`config.mk`:
```
export PLATFORM = sky130hd
export DESIGN_NAME = elevator_scan_ctrl_flat
export DESIGN_NICKNAME = d
export VERILOG_FILES = /design/src/rtl/elevator_scan_ctrl_if.sv /design/src/rtl/elevator_scan_ctrl.sv /design/src/flat_wrapper.sv
export SDC_FILE = /design/constraint.sdc
export NUM_CORES = 1
export LEC_CHECK = 0
export ABC_AREA = 1
export BUFFER_PORTS_ARGS = -buffer_cell sky130_fd_sc_hd__buf_2
export CORE_AREA = 2 2 129 131
export DETAILED_ROUTE_END_ITERATION = 12
export DIE_AREA = 0 0 131 133
export GPL_ROUTABILITY_DRIVEN = 0
export GPL_TIMING_DRIVEN = 1
export PLACE_DENSITY_LB_ADDON = 0.08
export SLEW_MARGIN = 10
export SYNTH_ARGS = -nofsm -noshare
export SYNTH_HDL_FRONTEND = slang
export SYNTH_SLANG_ARGS = --single-unit
```
`constraint.sdc`:
```
create_clock -name clk -period 6.15 [get_ports clk]
set_clock_uncertainty 0.15 [all_clocks]
set_input_delay 1.23 -clock clk [delete_from_list [all_inputs] [get_ports clk]]
set_output_delay 1.23 -clock clk [all_outputs]
set_load 0.005 [all_outputs]
```
`src/rtl/elevator_scan_ctrl_if.sv`:
```
// Request/status bundle of the SCAN elevator controller.
// master: request source and status observer; slave: the controller.
interface elevator_scan_ctrl_if #(
  parameter int unsigned NUM_FLOORS = 10
);
  localparam int unsigned FLOOR_BITS = $clog2(NUM_FLOORS);

  logic [NUM_FLOORS-1:0] upreq;
  logic [NUM_FLOORS-1:0] downreq;
  logic [NUM_FLOORS-1:0] carreq;
  logic [FLOOR_BITS-1:0] floor;
  logic                  up_move;
  logic                  down_move;
  logic                  door_open;
  logic [NUM_FLOORS-1:0] pending;
  logic [6:0]            A;

  modport master (
    output upreq, downreq, carreq,
    input  floor, up_move, down_move, door_open, pending, A
  );

  modport slave (
    input  upreq, downreq, carreq,
    output floor, up_move, down_move, door_open, pending, A
  );
endinterface

```
`src/rtl/elevator_scan_ctrl.sv`:
```
// Single-car elevator controller: latched hall/cabin calls, SCAN scheduling,
// per-floor travel timer, timed door and 7-segment floor display.
// Optional macro ELEVATOR_ESTOP_EN adds an estop input that freezes motion.
// Outputs are registered images of the control state, one cycle behind it.
// 7-segment encoding: A[0]=a .. A[6]=g, active high.
module elevator_scan_ctrl #(
  parameter int unsigned NUM_FLOORS    = 10,
  parameter int unsigned TRAVEL_CYCLES = 4,
  parameter int unsigned DOOR_CYCLES   = 8
) (
  input  logic clk,
  input  logic resetN,
`ifdef ELEVATOR_ESTOP_EN
  input  logic estop,
`endif
  elevator_scan_ctrl_if.slave bus
);

  localparam int unsigned FLOOR_BITS = $clog2(NUM_FLOORS);
  localparam int unsigned CNT_MAX    = (TRAVEL_CYCLES > DOOR_CYCLES) ? TRAVEL_CYCLES : DOOR_CYCLES;
  localparam int unsigned CNT_W      = (CNT_MAX > 1) ? $clog2(CNT_MAX) : 1;

  localparam logic [CNT_W-1:0]      TRAVEL_LOAD = CNT_W'(TRAVEL_CYCLES - 1);
  localparam logic [CNT_W-1:0]      DOOR_LOAD   = CNT_W'(DOOR_CYCLES - 1);
  localparam logic [FLOOR_BITS-1:0] TOP_FLOOR   = FLOOR_BITS'(NUM_FLOORS - 1);
  // Top floor has no up call, ground floor has no down call.
  localparam logic [NUM_FLOORS-1:0] UP_MASK     = ~(NUM_FLOORS'(1) << (NUM_FLOORS - 1));
  localparam logic [NUM_FLOORS-1:0] DN_MASK     = ~NUM_FLOORS'(1);

  typedef enum logic [1:0] {
    IDLE      = 2'd0,
    MOVE_UP   = 2'd1,
    MOVE_DOWN = 2'd2,
    DOOR_OPEN = 2'd3
  } state_e;

  state_e                state_q, state_d;
  logic [FLOOR_BITS-1:0] floor_q, floor_d;
  logic                  dir_up_q, dir_up_d;
  logic [CNT_W-1:0]      cnt_q, cnt_d;
  logic [NUM_FLOORS-1:0] up_q, up_d;
  logic [NUM_FLOORS-1:0] dn_q, dn_d;
  logic [NUM_FLOORS-1:0] car_q, car_d;

  logic [FLOOR_BITS-1:0] floor_out_q;
  logic                  up_move_q;
  logic                  down_move_q;
  logic                  door_open_q;
  logic [NUM_FLOORS-1:0] pending_q;
  logic [6:0]            seg_q;

  logic [NUM_FLOORS-1:0] pend;
  logic [NUM_FLOORS-1:0] up_set, dn_set, car_set;
  logic [NUM_FLOORS-1:0] cur_mask, door_mask, keep_mask;
  logic [NUM_FLOORS-1:0] clr_up, clr_dn, clr_car;
  logic                  enter_door;
  logic                  served;
  logic                  frozen;

`ifdef ELEVATOR_ESTOP_EN
  assign frozen = estop;
`else
  assign frozen = 1'b0;
`endif

  assign pend    = up_q | dn_q | car_q;
  assign up_set  = bus.upreq & UP_MASK;
  assign dn_set  = bus.downreq & DN_MASK;
  assign car_set = bus.carreq;

  // Any request strictly beyond floor f in the given direction.
  function automatic logic ahead(input logic [NUM_FLOORS-1:0] v,
                                 input logic [FLOOR_BITS-1:0] f,
                                 input logic                  up);
    logic r;
    r = 1'b0;
    for (int unsigned i = 0; i < NUM_FLOORS; i++) begin
      if (v[i] && (up ? (FLOOR_BITS'(i) > f) : (FLOOR_BITS'(i) < f))) r = 1'b1;
    end
    return r;
  endfunction

  // Stop test applied on arrival at a new floor.
  function automatic logic stop_here(input logic [FLOOR_BITS-1:0] f,
                                     input logic                  up,
                                     input logic [NUM_FLOORS-1:0] v_car,
                                     input logic [NUM_FLOORS-1:0] v_up,
                                     input logic [NUM_FLOORS-1:0] v_dn);
    logic [NUM_FLOORS-1:0] v_all;
    v_all = v_car | v_up | v_dn;
    return (f == '0) || (f == TOP_FLOOR) || v_car[f] ||
           (up ? v_up[f] : v_dn[f]) || (v_all[f] && !ahead(v_all, f, up));
  endfunction

  function automatic logic [6:0] seg7(input logic [3:0] d);
    case (d)
      4'd0:    seg7 = 7'h3F;
      4'd1:    seg7 = 7'h06;
      4'd2:    seg7 = 7'h5B;
      4'd3:    seg7 = 7'h4F;
      4'd4:    seg7 = 7'h66;
      4'd5:    seg7 = 7'h6D;
      4'd6:    seg7 = 7'h7D;
      4'd7:    seg7 = 7'h07;
      4'd8:    seg7 = 7'h7F;
      4'd9:    seg7 = 7'h6F;
      default: seg7 = 7'h00;
    endcase
  endfunction

  // Control state, floor, direction, timer and request latches.
  always_ff @(posedge clk) begin
    if (!resetN) begin
      state_q  <= IDLE;
      floor_q  <= '0;
      dir_up_q <= 1'b1;
      cnt_q    <= '0;
      up_q     <= '0;
      dn_q     <= '0;
      car_q    <= '0;
    end else begin
      state_q  <= state_d;
      floor_q  <= floor_d;
      dir_up_q <= dir_up_d;
      cnt_q    <= cnt_d;
      up_q     <= up_d;
      dn_q     <= dn_d;
      car_q    <= car_d;
    end
  end

  // SCAN scheduling, timers, request serving and latch update.
  always_comb begin
    state_d    = state_q;
    floor_d    = floor_q;
    dir_up_d   = dir_up_q;
    cnt_d      = cnt_q;
    enter_door = 1'b0;
    served     = 1'b0;
    clr_up     = '0;
    clr_dn     = '0;
    clr_car    = '0;
    cur_mask   = NUM_FLOORS'(1) << floor_q;
    door_mask  = '0;
    keep_mask  = '1;
    up_d       = up_q;
    dn_d       = dn_q;
    car_d      = car_q;

    if (!frozen) begin
      case (state_q)
        IDLE: begin
          if (pend[floor_q]) begin
            enter_door = 1'b1;
          end else if (ahead(pend, floor_q, 1'b1)) begin
            state_d  = MOVE_UP;
            dir_up_d = 1'b1;
            cnt_d    = TRAVEL_LOAD;
          end else if (ahead(pend, floor_q, 1'b0)) begin
            state_d  = MOVE_DOWN;
            dir_up_d = 1'b0;
            cnt_d    = TRAVEL_LOAD;
          end
        end
        MOVE_UP, MOVE_DOWN: begin
          if (cnt_q == '0) begin
            floor_d = (state_q == MOVE_UP) ? floor_q + FLOOR_BITS'(1)
                                           : floor_q - FLOOR_BITS'(1);
            if (stop_here(floor_d, dir_up_q, car_q, up_q, dn_q)) enter_door = 1'b1;
            else                                                  cnt_d = TRAVEL_LOAD;
          end else begin
            cnt_d = cnt_q - CNT_W'(1);
          end
        end
        DOOR_OPEN: begin
          if (|((up_set | dn_set | car_set) & cur_mask)) begin
            served = 1'b1;
            cnt_d  = DOOR_LOAD;
          end else if (cnt_q == '0) begin
            if (ahead(pend, floor_q, dir_up_q)) begin
              state_d = dir_up_q ? MOVE_UP : MOVE_DOWN;
              cnt_d   = TRAVEL_LOAD;
            end else if (ahead(pend, floor_q, !dir_up_q)) begin
              state_d  = dir_up_q ? MOVE_DOWN : MOVE_UP;
              dir_up_d = !dir_up_q;
              cnt_d    = TRAVEL_LOAD;
            end else begin
              state_d = IDLE;
            end
          end else begin
            cnt_d = cnt_q - CNT_W'(1);
          end
        end
        default: state_d = IDLE;
      endcase

      // Door opening: serve the floor in the travel direction; reverse at the end of a sweep.
      if (enter_door) begin
        state_d   = DOOR_OPEN;
        cnt_d     = DOOR_LOAD;
        door_mask = NUM_FLOORS'(1) << floor_d;
        clr_car   = door_mask;
        if (dir_up_q) clr_up = door_mask;
        else          clr_dn = door_mask;
        if (!ahead(pend, floor_d, dir_up_q)) begin
          clr_up   = door_mask;
          clr_dn   = door_mask;
          dir_up_d = !dir_up_q;
        end
      end
    end

    if (served) keep_mask = ~cur_mask;
    up_d  = (up_q  & ~clr_up)  | (up_set  & keep_mask);
    dn_d  = (dn_q  & ~clr_dn)  | (dn_set  & keep_mask);
    car_d = (car_q & ~clr_car) | (car_set & keep_mask);
  end

  // Registered status outputs.
  always_ff @(posedge clk) begin
    if (!resetN) begin
      floor_out_q <= '0;
      up_move_q   <= 1'b0;
      down_move_q <= 1'b0;
      door_open_q <= 1'b0;
      pending_q   <= '0;
      seg_q       <= seg7(4'd0);
    end else begin
      floor_out_q <= floor_q;
      up_move_q   <= !frozen && (state_q == MOVE_UP);
      down_move_q <= !frozen && (state_q == MOVE_DOWN);
      door_open_q <= !frozen && (state_q == DOOR_OPEN);
      pending_q   <= pend;
      seg_q       <= seg7(4'(floor_q));
    end
  end

  assign bus.floor     = floor_out_q;
  assign bus.up_move   = up_move_q;
  assign bus.down_move = down_move_q;
  assign bus.door_open = door_open_q;
  assign bus.pending   = pending_q;
  assign bus.A         = seg_q;

endmodule

```
`src/flat_wrapper.sv`:
```
// flat-port wrapper written by rule: the top's interface ports become plain ports
module elevator_scan_ctrl_flat 
#(
  parameter int unsigned NUM_FLOORS    = 10,
  parameter int unsigned TRAVEL_CYCLES = 4,
  parameter int unsigned DOOR_CYCLES   = 8
)
  (clk, resetN, bus_upreq, bus_downreq, bus_carreq, bus_floor, bus_up_move, bus_down_move, bus_door_open, bus_pending, bus_A);
  elevator_scan_ctrl_if #(.NUM_FLOORS(NUM_FLOORS)) bus_i ();
  input  logic clk;
  input  logic resetN;
  input wire logic [$bits(bus_i.upreq)-1:0] bus_upreq;
  input wire logic [$bits(bus_i.downreq)-1:0] bus_downreq;
  input wire logic [$bits(bus_i.carreq)-1:0] bus_carreq;
  output wire logic [$bits(bus_i.floor)-1:0] bus_floor;
  output wire logic [$bits(bus_i.up_move)-1:0] bus_up_move;
  output wire logic [$bits(bus_i.down_move)-1:0] bus_down_move;
  output wire logic [$bits(bus_i.door_open)-1:0] bus_door_open;
  output wire logic [$bits(bus_i.pending)-1:0] bus_pending;
  output wire logic [$bits(bus_i.A)-1:0] bus_A;
  assign bus_i.upreq = bus_upreq;
  assign bus_i.downreq = bus_downreq;
  assign bus_i.carreq = bus_carreq;
  assign bus_floor = bus_i.floor;
  assign bus_up_move = bus_i.up_move;
  assign bus_down_move = bus_i.down_move;
  assign bus_door_open = bus_i.door_open;
  assign bus_pending = bus_i.pending;
  assign bus_A = bus_i.A;
  elevator_scan_ctrl #(.NUM_FLOORS(NUM_FLOORS), .TRAVEL_CYCLES(TRAVEL_CYCLES), .DOOR_CYCLES(DOOR_CYCLES)) u_core (.clk(clk), .resetN(resetN), .bus(bus_i));
endmodule
```
=== Word-level counts from Yosys, hierarchy flattened ===
Memories as Yosys holds them, arrays and structs flattened. A register that Yosys moved wholly into a read port is not among the register bits.
Index checks and enable logic that the tools add are counted.
W data, S select, Z words.

* Register bits: 57
* ROM bits: 112
* Output and inout port bits: 24
* Logic and storage cells: 361
* Memories kept: 1

{| class="wikitable"
|+ Memory list
! memory !! depth !! width !! rd ports !! clocked after memory_dff !! write ports !! RTL line !! text
|-
| (no name shown) || 16 || 7 || 1 || 1 || 0 || elevator_scan_ctrl.sv:96 || <nowiki>case (d)</nowiki>
|}

* $add $sub $neg: 3
* Magnitude comparators: 62
* Equal/unequal tests: 10
* Shift-type cells: 2
* Muxes and demuxes: 175
* Bitwise operators: 20
* Reductions and logical operators: 76

{| class="wikitable"
|+ Operators by type and width
! operator !! count
|-
| $mux W1 || 135
|-
| $mux W10 || 8
|-
| $or A10 B10 Y10 || 8
|-
| $logic_and A1 B1 Y1 || 61
|-
| $and A10 B10 Y10 || 6
|-
| $gt A3 B4 Y1 const A || 12
|-
| $lt A3 B4 Y1 const A || 12
|-
| $not A10 Y10 || 4
|-
| $mux W3 || 10
|-
| $gt A1 B4 Y1 const A || 6
|-
| $gt A2 B4 Y1 const A || 6
|-
| $gt A4 B4 Y1 const A || 6
|-
| $lt A1 B4 Y1 const A || 6
|-
| $lt A2 B4 Y1 const A || 6
|-
| $lt A4 B4 Y1 const A || 6
|-
| $bmux W1 S4 || 5
|-
| $mux W2 || 10
|-
| $shl A1 B4 Y10 const A || 2
|-
| $mux W4 || 3
|-
| $and A9 B10 Y10 || 1
|-
| $lt A4 B5 Y1 const B || 2
|-
| $or A9 B10 Y10 || 1
|-
| $reduce_or A10 Y1 || 1
|-
| $pmux W3 S3 || 1
|-
| 22 further kinds || 30
|}

=== Depth between registers and ports, before layout ===
* Depth after elaboration: 29
* Mapped depth: 24
* Depth with buffers taken out: 23

=== Worst setup path after synthesis ===
Ideal clock, no wire load.

* Path type: register to register
* Start point: register u_core.floor_q[0]
* End point: register u_core.dn_q[3]
* Data arrival time: 2730 ps
* Required time: 5868 ps
* Slack: 3137 ps
* Stages on the path, launching flop included: 23
* Cells stage by stage: dfxtp_1 > inv_2 > clkbuf_1 > ha_1 > ha_1 > nand2_1 > nand2_1 > buf_4 > nand2_1 > o21ai_2 > buf_2 > nor3_2 > nand2_1 > nand2_1 > nand2_1 > nand2_1 > nand2_1 > nor2_2 > nand2_2 > a21oi_1 > nand3_1 > nand2_1 > a21oi_1

* Cells in the longest elaborated chain, start to end: 27
* Elaborated cells between the ends (all ways): 146

{| class="wikitable"
|+ Ends and longest elaborated chain
! element !! RTL line !! text
|-
| start, declared || elevator_scan_ctrl.sv:38 || <nowiki>logic [FLOOR_BITS-1:0] floor_q, floor_d;</nowiki>
|-
| start signal, assigned || elevator_scan_ctrl.sv:123 || <nowiki>floor_q <= floor_d;</nowiki>
|-
| $sub A4 B1 Y4 / $add A4 B1 Y4 (equally long branches) || elevator_scan_ctrl.sv:168, elevator_scan_ctrl.sv:167 ||
|-
| $mux W4 || elevator_scan_ctrl.sv:167 || <nowiki>floor_d = (state_q == MOVE_UP) ? floor_q + FLOOR_BITS'(1)</nowiki>
|-
| $lt A1 B4 Y1 / $gt A1 B4 Y1 (equally long branches) || elevator_scan_ctrl.sv:78 || <nowiki>if (v[i] && (up ? (FLOOR_BITS'(i) > f) : (FLOOR_BITS'(i) < f))) r = 1'b1;</nowiki>
|-
| $mux W1 || elevator_scan_ctrl.sv:78 ||
|-
| $logic_and A1 B1 Y1 || elevator_scan_ctrl.sv:78 ||
|-
| $mux W1 (10 in a row) || elevator_scan_ctrl.sv:78 ||
|-
| $mux W1 || elevator_scan_ctrl.sv:166 || <nowiki>if (cnt_q == '0) begin</nowiki>
|-
| $mux W1 || elevator_scan_ctrl.sv:151 || <nowiki>case (state_q)</nowiki>
|-
| (+2 left out) || -- ||
|-
| $logic_or A1 B1 Y1 || elevator_scan_ctrl.sv:92 || <nowiki>(up ? v_up[f] : v_dn[f]) || (v_all[f] && !ahead(v_all, f, up));</nowiki>
|-
| $mux W1 || elevator_scan_ctrl.sv:169 || <nowiki>if (stop_here(floor_d, dir_up_q, car_q, up_q, dn_q)) enter_door = 1'b1;</nowiki>
|-
| $mux W1 || elevator_scan_ctrl.sv:166 ||
|-
| $pmux W1 S2 || elevator_scan_ctrl.sv:151 ||
|-
| $mux W10 || elevator_scan_ctrl.sv:198 || <nowiki>if (enter_door) begin</nowiki>
|-
| $not A10 Y10 || elevator_scan_ctrl.sv:215 || <nowiki>dn_d = (dn_q & ~clr_dn) | (dn_set & keep_mask);</nowiki>
|-
| $and A10 B10 Y10 || elevator_scan_ctrl.sv:215 ||
|-
| $or A10 B10 Y10 (*) || elevator_scan_ctrl.sv:215 ||
|-
| end signal, assigned || elevator_scan_ctrl.sv:127 || <nowiki>dn_q <= dn_d;</nowiki>
|-
| end, declared || elevator_scan_ctrl.sv:42 || <nowiki>logic [NUM_FLOORS-1:0] dn_q, dn_d;</nowiki>
|}

Mark *: on every way between the ends. The rest lies on a longest branch, timed or not. The select of a mux whose other input is x is not followed.
A chain may end at the register's enable or synchronous reset.

=== Worst setup path in the final report ===
* Start point: register u_core.floor_q[1]
* End point: register u_core.car_q[0]

* Cells in the longest elaborated chain, start to end: 27
* Elaborated cells between the ends (all ways): 93

{| class="wikitable"
|+ Ends and longest elaborated chain
! element !! RTL line !! text
|-
| $sub A4 B1 Y4 / $add A4 B1 Y4 (equally long branches) || elevator_scan_ctrl.sv:168, elevator_scan_ctrl.sv:167 ||
|-
| $mux W4 || elevator_scan_ctrl.sv:167 ||
|-
| $lt A1 B4 Y1 / $gt A1 B4 Y1 (equally long branches) || elevator_scan_ctrl.sv:78 ||
|-
| $mux W1 || elevator_scan_ctrl.sv:78 ||
|-
| $logic_and A1 B1 Y1 || elevator_scan_ctrl.sv:78 ||
|-
| $mux W1 (10 in a row) || elevator_scan_ctrl.sv:78 ||
|-
| $mux W1 || elevator_scan_ctrl.sv:166 ||
|-
| $mux W1 || elevator_scan_ctrl.sv:151 ||
|-
| (+2 left out) || -- ||
|-
| $logic_or A1 B1 Y1 || elevator_scan_ctrl.sv:92 ||
|-
| $mux W1 || elevator_scan_ctrl.sv:169 ||
|-
| $mux W1 || elevator_scan_ctrl.sv:166 ||
|-
| $pmux W1 S2 || elevator_scan_ctrl.sv:151 ||
|-
| $mux W10 || elevator_scan_ctrl.sv:198 ||
|-
| $not A10 Y10 || elevator_scan_ctrl.sv:216 || <nowiki>car_d = (car_q & ~clr_car) | (car_set & keep_mask);</nowiki>
|-
| $and A10 B10 Y10 || elevator_scan_ctrl.sv:216 ||
|-
| $or A10 B10 Y10 (*) || elevator_scan_ctrl.sv:216 ||
|-
| end signal, assigned || elevator_scan_ctrl.sv:128 || <nowiki>car_q <= car_d;</nowiki>
|-
| end, declared || elevator_scan_ctrl.sv:43 || <nowiki>logic [NUM_FLOORS-1:0] car_q, car_d;</nowiki>
|}

Marked as above.

==> report_table.html <==
<table>
<tr><th>Metric</th><th>Value</th></tr>
<tr><th colspan="2">Route</th></tr>
<tr><td>Final routed wirelength across all metal layers</td><td>17800 µm</td></tr>
<tr><td>Via count of the routed design</td><td>5398</td></tr>
<tr><td>Number of remaining DRC errors</td><td>0</td></tr>
<tr><td>Number of iterations in the first detailed-routing pass</td><td>6</td></tr>
<tr><td>DR WL/cell</td><td>16.9 µm</td></tr>
<tr><td>Number of DRC violations after detailed-routing iteration 0</td><td>544</td></tr>
<tr><td>Residual antenna-violating net count after detailed routing</td><td>0</td></tr>
<tr><td>Vias per std cell</td><td>5.14</td></tr>
<tr><th colspan="2">Yosys</th></tr>
<tr><td>Library cells used by synthesis</td><td>46</td></tr>
<tr><td>Post-synthesis instance area</td><td>4730 µm²</td></tr>
<tr><td>Most common cell in the synthesized netlist</td><td>nand2_1</td></tr>
<tr><td>Part of the Yosys area used for sequential elements</td><td>27.1%</td></tr>
<tr><td>YS warnings</td><td>0</td></tr>
<tr><td>Leading cell types by count after synthesis</td><td>nand2_1, nor2_1, inv_1</td></tr>
<tr><td>Mapped Nets</td><td>838</td></tr>
<tr><td>Post-synth top area cell</td><td>dfxtp_1</td></tr>
<tr><td>Biggest area contributors in the synthesized netlist</td><td>dfxtp_1, nand2_1, nand3_1, nor2_1, inv_1</td></tr>
<tr><td>Average size of a mapped cell</td><td>6.01 µm²</td></tr>
<tr><td>Fraction of post-synthesis cell area in the top cell type by area</td><td>27.1%</td></tr>
<tr><td>Post-synthesis sequential element count</td><td>64</td></tr>
<tr><td>Instance count of the mapped netlist</td><td>788</td></tr>
<tr><td>Fraction of synthesis flops using an asynchronous set or reset pin</td><td>0%</td></tr>
<tr><td>Ys flop type</td><td>dfxtp_1</td></tr>
<tr><td>EDFF count, synth</td><td>0</td></tr>
<tr><th colspan="2">Setup path</th></tr>
<tr><td>Cell Chain, Critical Path</td><td>inv_1 &gt; ha_1 &gt; ha_1 &gt; nand2_1 &gt; nand2_1 &gt; nand2_1 &gt; nor2_1 &gt; o21ai_0 &gt; nand2_1 &gt; nand2_1 &gt; nand2_1 &gt; nand2_1 &gt; nor2_1 &gt; nand3_1 &gt; nand2_1 &gt; nand2_1 &gt; nand2_2 &gt; nand2_2 &gt; o21ai_0 &gt; a21oi_1</td></tr>
<tr><td>Cell family with the largest share of critical-path delay</td><td>simple AND/OR/NAND/NOR gates</td></tr>
<tr><td>Required arrival time at the worst endpoint</td><td>6.20 ns</td></tr>
<tr><td>Worst setup EP type</td><td>flip-flop</td></tr>
<tr><td>Arr. time, crit path</td><td>4.66 ns</td></tr>
<tr><td>Sort of element at the start of the critical path</td><td>flip-flop</td></tr>
<tr><td>Most numerous cell on the critical path</td><td>nand2_1</td></tr>
<tr><td>WP buf/inv</td><td>1</td></tr>
<tr><td>Stage delay of the slowest cell on the critical path</td><td>0.75 ns</td></tr>
<tr><td>Highest fanout seen on the critical path</td><td>21</td></tr>
<tr><td>Start-to-end type of the worst setup path</td><td>flip-flop to flip-flop</td></tr>
<tr><td>Slowest cell on the critical path</td><td>dfxtp_1</td></tr>
<tr><th colspan="2">STA</th></tr>
<tr><td>Final count of hold timing violations</td><td>0</td></tr>
<tr><td>Fmax achieved</td><td>217 MHz</td></tr>
<tr><td>Final setup violating endpoints</td><td>0</td></tr>
<tr><td>Max-Slew Margin vs Limit</td><td>43.5%</td></tr>
<tr><td>Setup repair after global routing missed its margin</td><td>no</td></tr>
<tr><td>Time the final worst path needs with I/O delays and setup</td><td>4.61 ns</td></tr>
<tr><td>Tcrit/Tclk final</td><td>75.0%</td></tr>
<tr><td>Setup TNS Final</td><td>0 ns</td></tr>
<tr><td>Least-Margin Pin Slew</td><td>0.841 ns</td></tr>
<tr><td>Slew Limit Fails</td><td>0</td></tr>
<tr><th colspan="2">Layout</th></tr>
<tr><td>Filler cell count in the final layout</td><td>1847</td></tr>
<tr><td>Number of inserted diodes</td><td>0</td></tr>
<tr><td>Layout cells sized above 1</td><td>13.0%</td></tr>
<tr><td>Post-Layout Inst Area</td><td>5440 µm²</td></tr>
<tr><td>Area Growth Syn to Fin</td><td>14.8%</td></tr>
<tr><td>Storage cell area</td><td>1280 µm²</td></tr>
<tr><td>Multi-input gate area</td><td>2980 µm²</td></tr>
<tr><td>Finished Core Util</td><td>33.6%</td></tr>
<tr><td>Nets</td><td>876</td></tr>
<tr><th colspan="2">Clock network</th></tr>
<tr><td>Deepest clock path buffer count</td><td>2</td></tr>
<tr><td>Number of gates resized after cts</td><td>0</td></tr>
<tr><td>TritonCTS clock tree</td><td>built</td></tr>
<tr><td>Total clock buffers created by CTS</td><td>9</td></tr>
<tr><td>Cell chosen for the clock root</td><td>clkbuf_16</td></tr>
<tr><td>Total of hold buffers inserted after clock tree synthesis</td><td>0</td></tr>
<tr><td>H-tree depth</td><td>3</td></tr>
<tr><td>Number of sinks on the clock net</td><td>64</td></tr>
<tr><td>Clock transition at the registers of the reported paths</td><td>0.06 ns</td></tr>
<tr><td>Clk_lat worst skew</td><td>0.35 ns</td></tr>
<tr><td>Number of buffers added for setup after CTS</td><td>0</td></tr>
<tr><th colspan="2">Pwr</th></tr>
<tr><td>Worst supply voltage drop on vdd</td><td>0.208 mV</td></tr>
<tr><td>Total power density per cell area</td><td>626 nW/µm²</td></tr>
<tr><td>Leakage power total</td><td>2.68 nW</td></tr>
<tr><td>Clock group share of total power</td><td>15.5%</td></tr>
<tr><td>Part of the power in combinational logic</td><td>67.8%</td></tr>
<tr><td>Net switching component of the power</td><td>0.00192 W</td></tr>
<tr><td>Cell internal pwr</td><td>0.00148 W</td></tr>
<tr><td>Sequential Power Share</td><td>16.7%</td></tr>
<tr><td>Fraction of power spent switching nets</td><td>56.5%</td></tr>
<tr><th colspan="2">Job</th></tr>
<tr><td>Max_cap viols</td><td>0</td></tr>
<tr><th colspan="2">Global route</th></tr>
<tr><td>Global-route wire length before repair</td><td>27300 µm</td></tr>
<tr><td>Overall track demand over capacity in global routing</td><td>20.9%</td></tr>
<tr><td>Total congestion overflow after global routing</td><td>0</td></tr>
<tr><td>Number of global-route vias before repair</td><td>4833</td></tr>
<tr><td>Antenna violations before repair</td><td>0</td></tr>
<tr><td>Pin count of the biggest net entering global routing</td><td>46</td></tr>
<tr><th colspan="2">Die</th></tr>
<tr><td>I/O pins</td><td>56</td></tr>
<tr><td>Number of rows in the core area</td><td>47</td></tr>
<tr><td>Full die area</td><td>17400 µm²</td></tr>
<tr><td>Area inside the core boundary</td><td>16200 µm²</td></tr>
<tr><td>Die boundary width</td><td>131 µm</td></tr>
<tr><td>Height of the die</td><td>133 µm</td></tr>
<tr><td>Effective utilization at floorplan</td><td>29.3%</td></tr>
<tr><th colspan="2">Placement</th></tr>
<tr><td>Placed Area</td><td>5140 µm²</td></tr>
<tr><td>Final HPWL DP</td><td>13400 µm</td></tr>
<tr><td>Number of buffers added on ports</td><td>53</td></tr>
<tr><th colspan="2">Run status</th></tr>
<tr><td>Run status</td><td>complete, no violations</td></tr>
<tr><th colspan="2">Worst hold path</th></tr>
<tr><td>Hold crit path type</td><td>flip-flop to flip-flop</td></tr>
</table>
-- power groups by stage --
stage	Clock [W]	Combinational, W	Sequential [W]
final	0.000526	0.00231	0.000569
after floorplan	0	0.00176	0.000549
after global placement	0	0.00227	0.000575
after detailed placement	0	0.00227	0.000577
after CTS	0.000536	0.00228	0.000568
after global routing	0.000556	0.00260	0.000579
-- through the flow --
step | instances | hold WS [ns] | power (W) | setup WS [ns]
floorplan | 788 | 0.282 | 0.00231 | 3.14
global placement | 1035 | 0.292 | 0.00285 | 1.54
detailed placement | 1035 | 0.301 | 0.00284 | 1.57
CTS | 1051 | 0.311 | 0.00338 | 1.56
global route | 1051 | 0.353 | 0.00373 | 1.11
finish | 1051 | 0.313 | 0.00340 | 1.54
-- state kept, by name (all words and copies together), names as in the netlist --
| register | cells |
|---|---|
| u_core.bus.A | 7 |
| u_core.bus.door_open | 1 |
| u_core.bus.down_move | 1 |
| u_core.bus.floor | 4 |
| u_core.bus.pending | 10 |
| u_core.bus.up_move | 1 |
| u_core.car_q | 10 |
| u_core.cnt_q | 3 |
| u_core.dir_up_q | 1 |
| u_core.dn_q | 10 |
| u_core.floor_q | 4 |
| u_core.state_q | 2 |
| u_core.up_q | 10 |
-- tightest hold or removal path, cell delays in order, from the launching register on --
cell and delay (ns):
dfxtp_1 0.31, nand3_1 0.08, inv_1 0.04
-- final timing paths --
| path | startpoint | endpoint | slack (ns) | cells past startpoint |
|---|---|---|---|---|
| worst max-delay path | u_core.floor_q[1]$_SDFF_PN0_ | u_core.car_q[0]$_SDFF_PN0_ | 1.54 | 20 |
| worst min-delay path | u_core.up_q[9]$_SDFF_PN0_ | u_core.up_q[9]$_SDFF_PN0_ | 0.31 | 2 |
| worst max register to register | u_core.floor_q[1]$_SDFF_PN0_ | u_core.car_q[0]$_SDFF_PN0_ | 1.54 | 20 |
| worst min register to register | u_core.up_q[9]$_SDFF_PN0_ | u_core.up_q[9]$_SDFF_PN0_ | 0.31 | 2 |
-- area by class of cell --
cell class                 count  share of cell area, %
sequential                    64                   23.6
timing repair buffer          61                   5.99
inverter                      73                   5.04
tap                          220                   5.06
clock inverter                 5                   1.04
clock buffer                  11                   4.47
multi-input combinational    617                   54.8
-- routing by layer --
layer | GRT usage [%] | part of all wire (%) | routed length (µm)
met1 | 28.9 | 45 | 8040
met2 | 31.5 | 44 | 7890
met3 | 4.12 | 6.9 | 1230
met4 | 8.69 | 3.6 | 642
met5 | 0 | 0 | 0
-- layout by cell type (no fill, tap or decap), drive strengths merged --
cell      Yosys  routed
clkinvlp      0       1
mux2i         1       1
nor2         88      88
nor3         15      15
o21ai        54      54
a22oi         1       1
o31ai         5       5
inv          73      73
o211ai        8       8
ha           18      18
xnor2         1       1
or2           3       3
nand3        61      61
o211a         1       1
a211oi        1       1
o22ai         2       2
o32ai         2       2
o221ai        1       1
bufinv        0       1
nand3b        1       1
a21oi        49      49
or3           1       1
nand2       274     274
a31oi         2       2
o21a          2       2
buf          21      61
nor4          1       1
nor3b         1       1
nand4        21      21
o2111ai       1       1
clkbuf       13      11
clkinv        0       3
and2          1       1
a21boi        1       1
dfxtp        64      64
-- cell families (layout without fill, tap and decap cells) --
| group | count (synthesis) | count (layout) | share of synthesized area (%) |
|---|---|---|---|
| buffers and inverters | 107 | 150 | 9.99 |
| AOI/OAI and AO/OA | 130 | 130 | 15.7 |
| adders and majority gates | 18 | 18 | 4.76 |
| muxes | 1 | 1 | 0.211 |
| DFF | 64 | 64 | 27.1 |
| xor gates and xnor gates | 1 | 1 | 0.185 |
| and+or+nand+nor | 467 | 467 | 42.1 |
No activity file was read; power rests on OpenSTA's default activity.
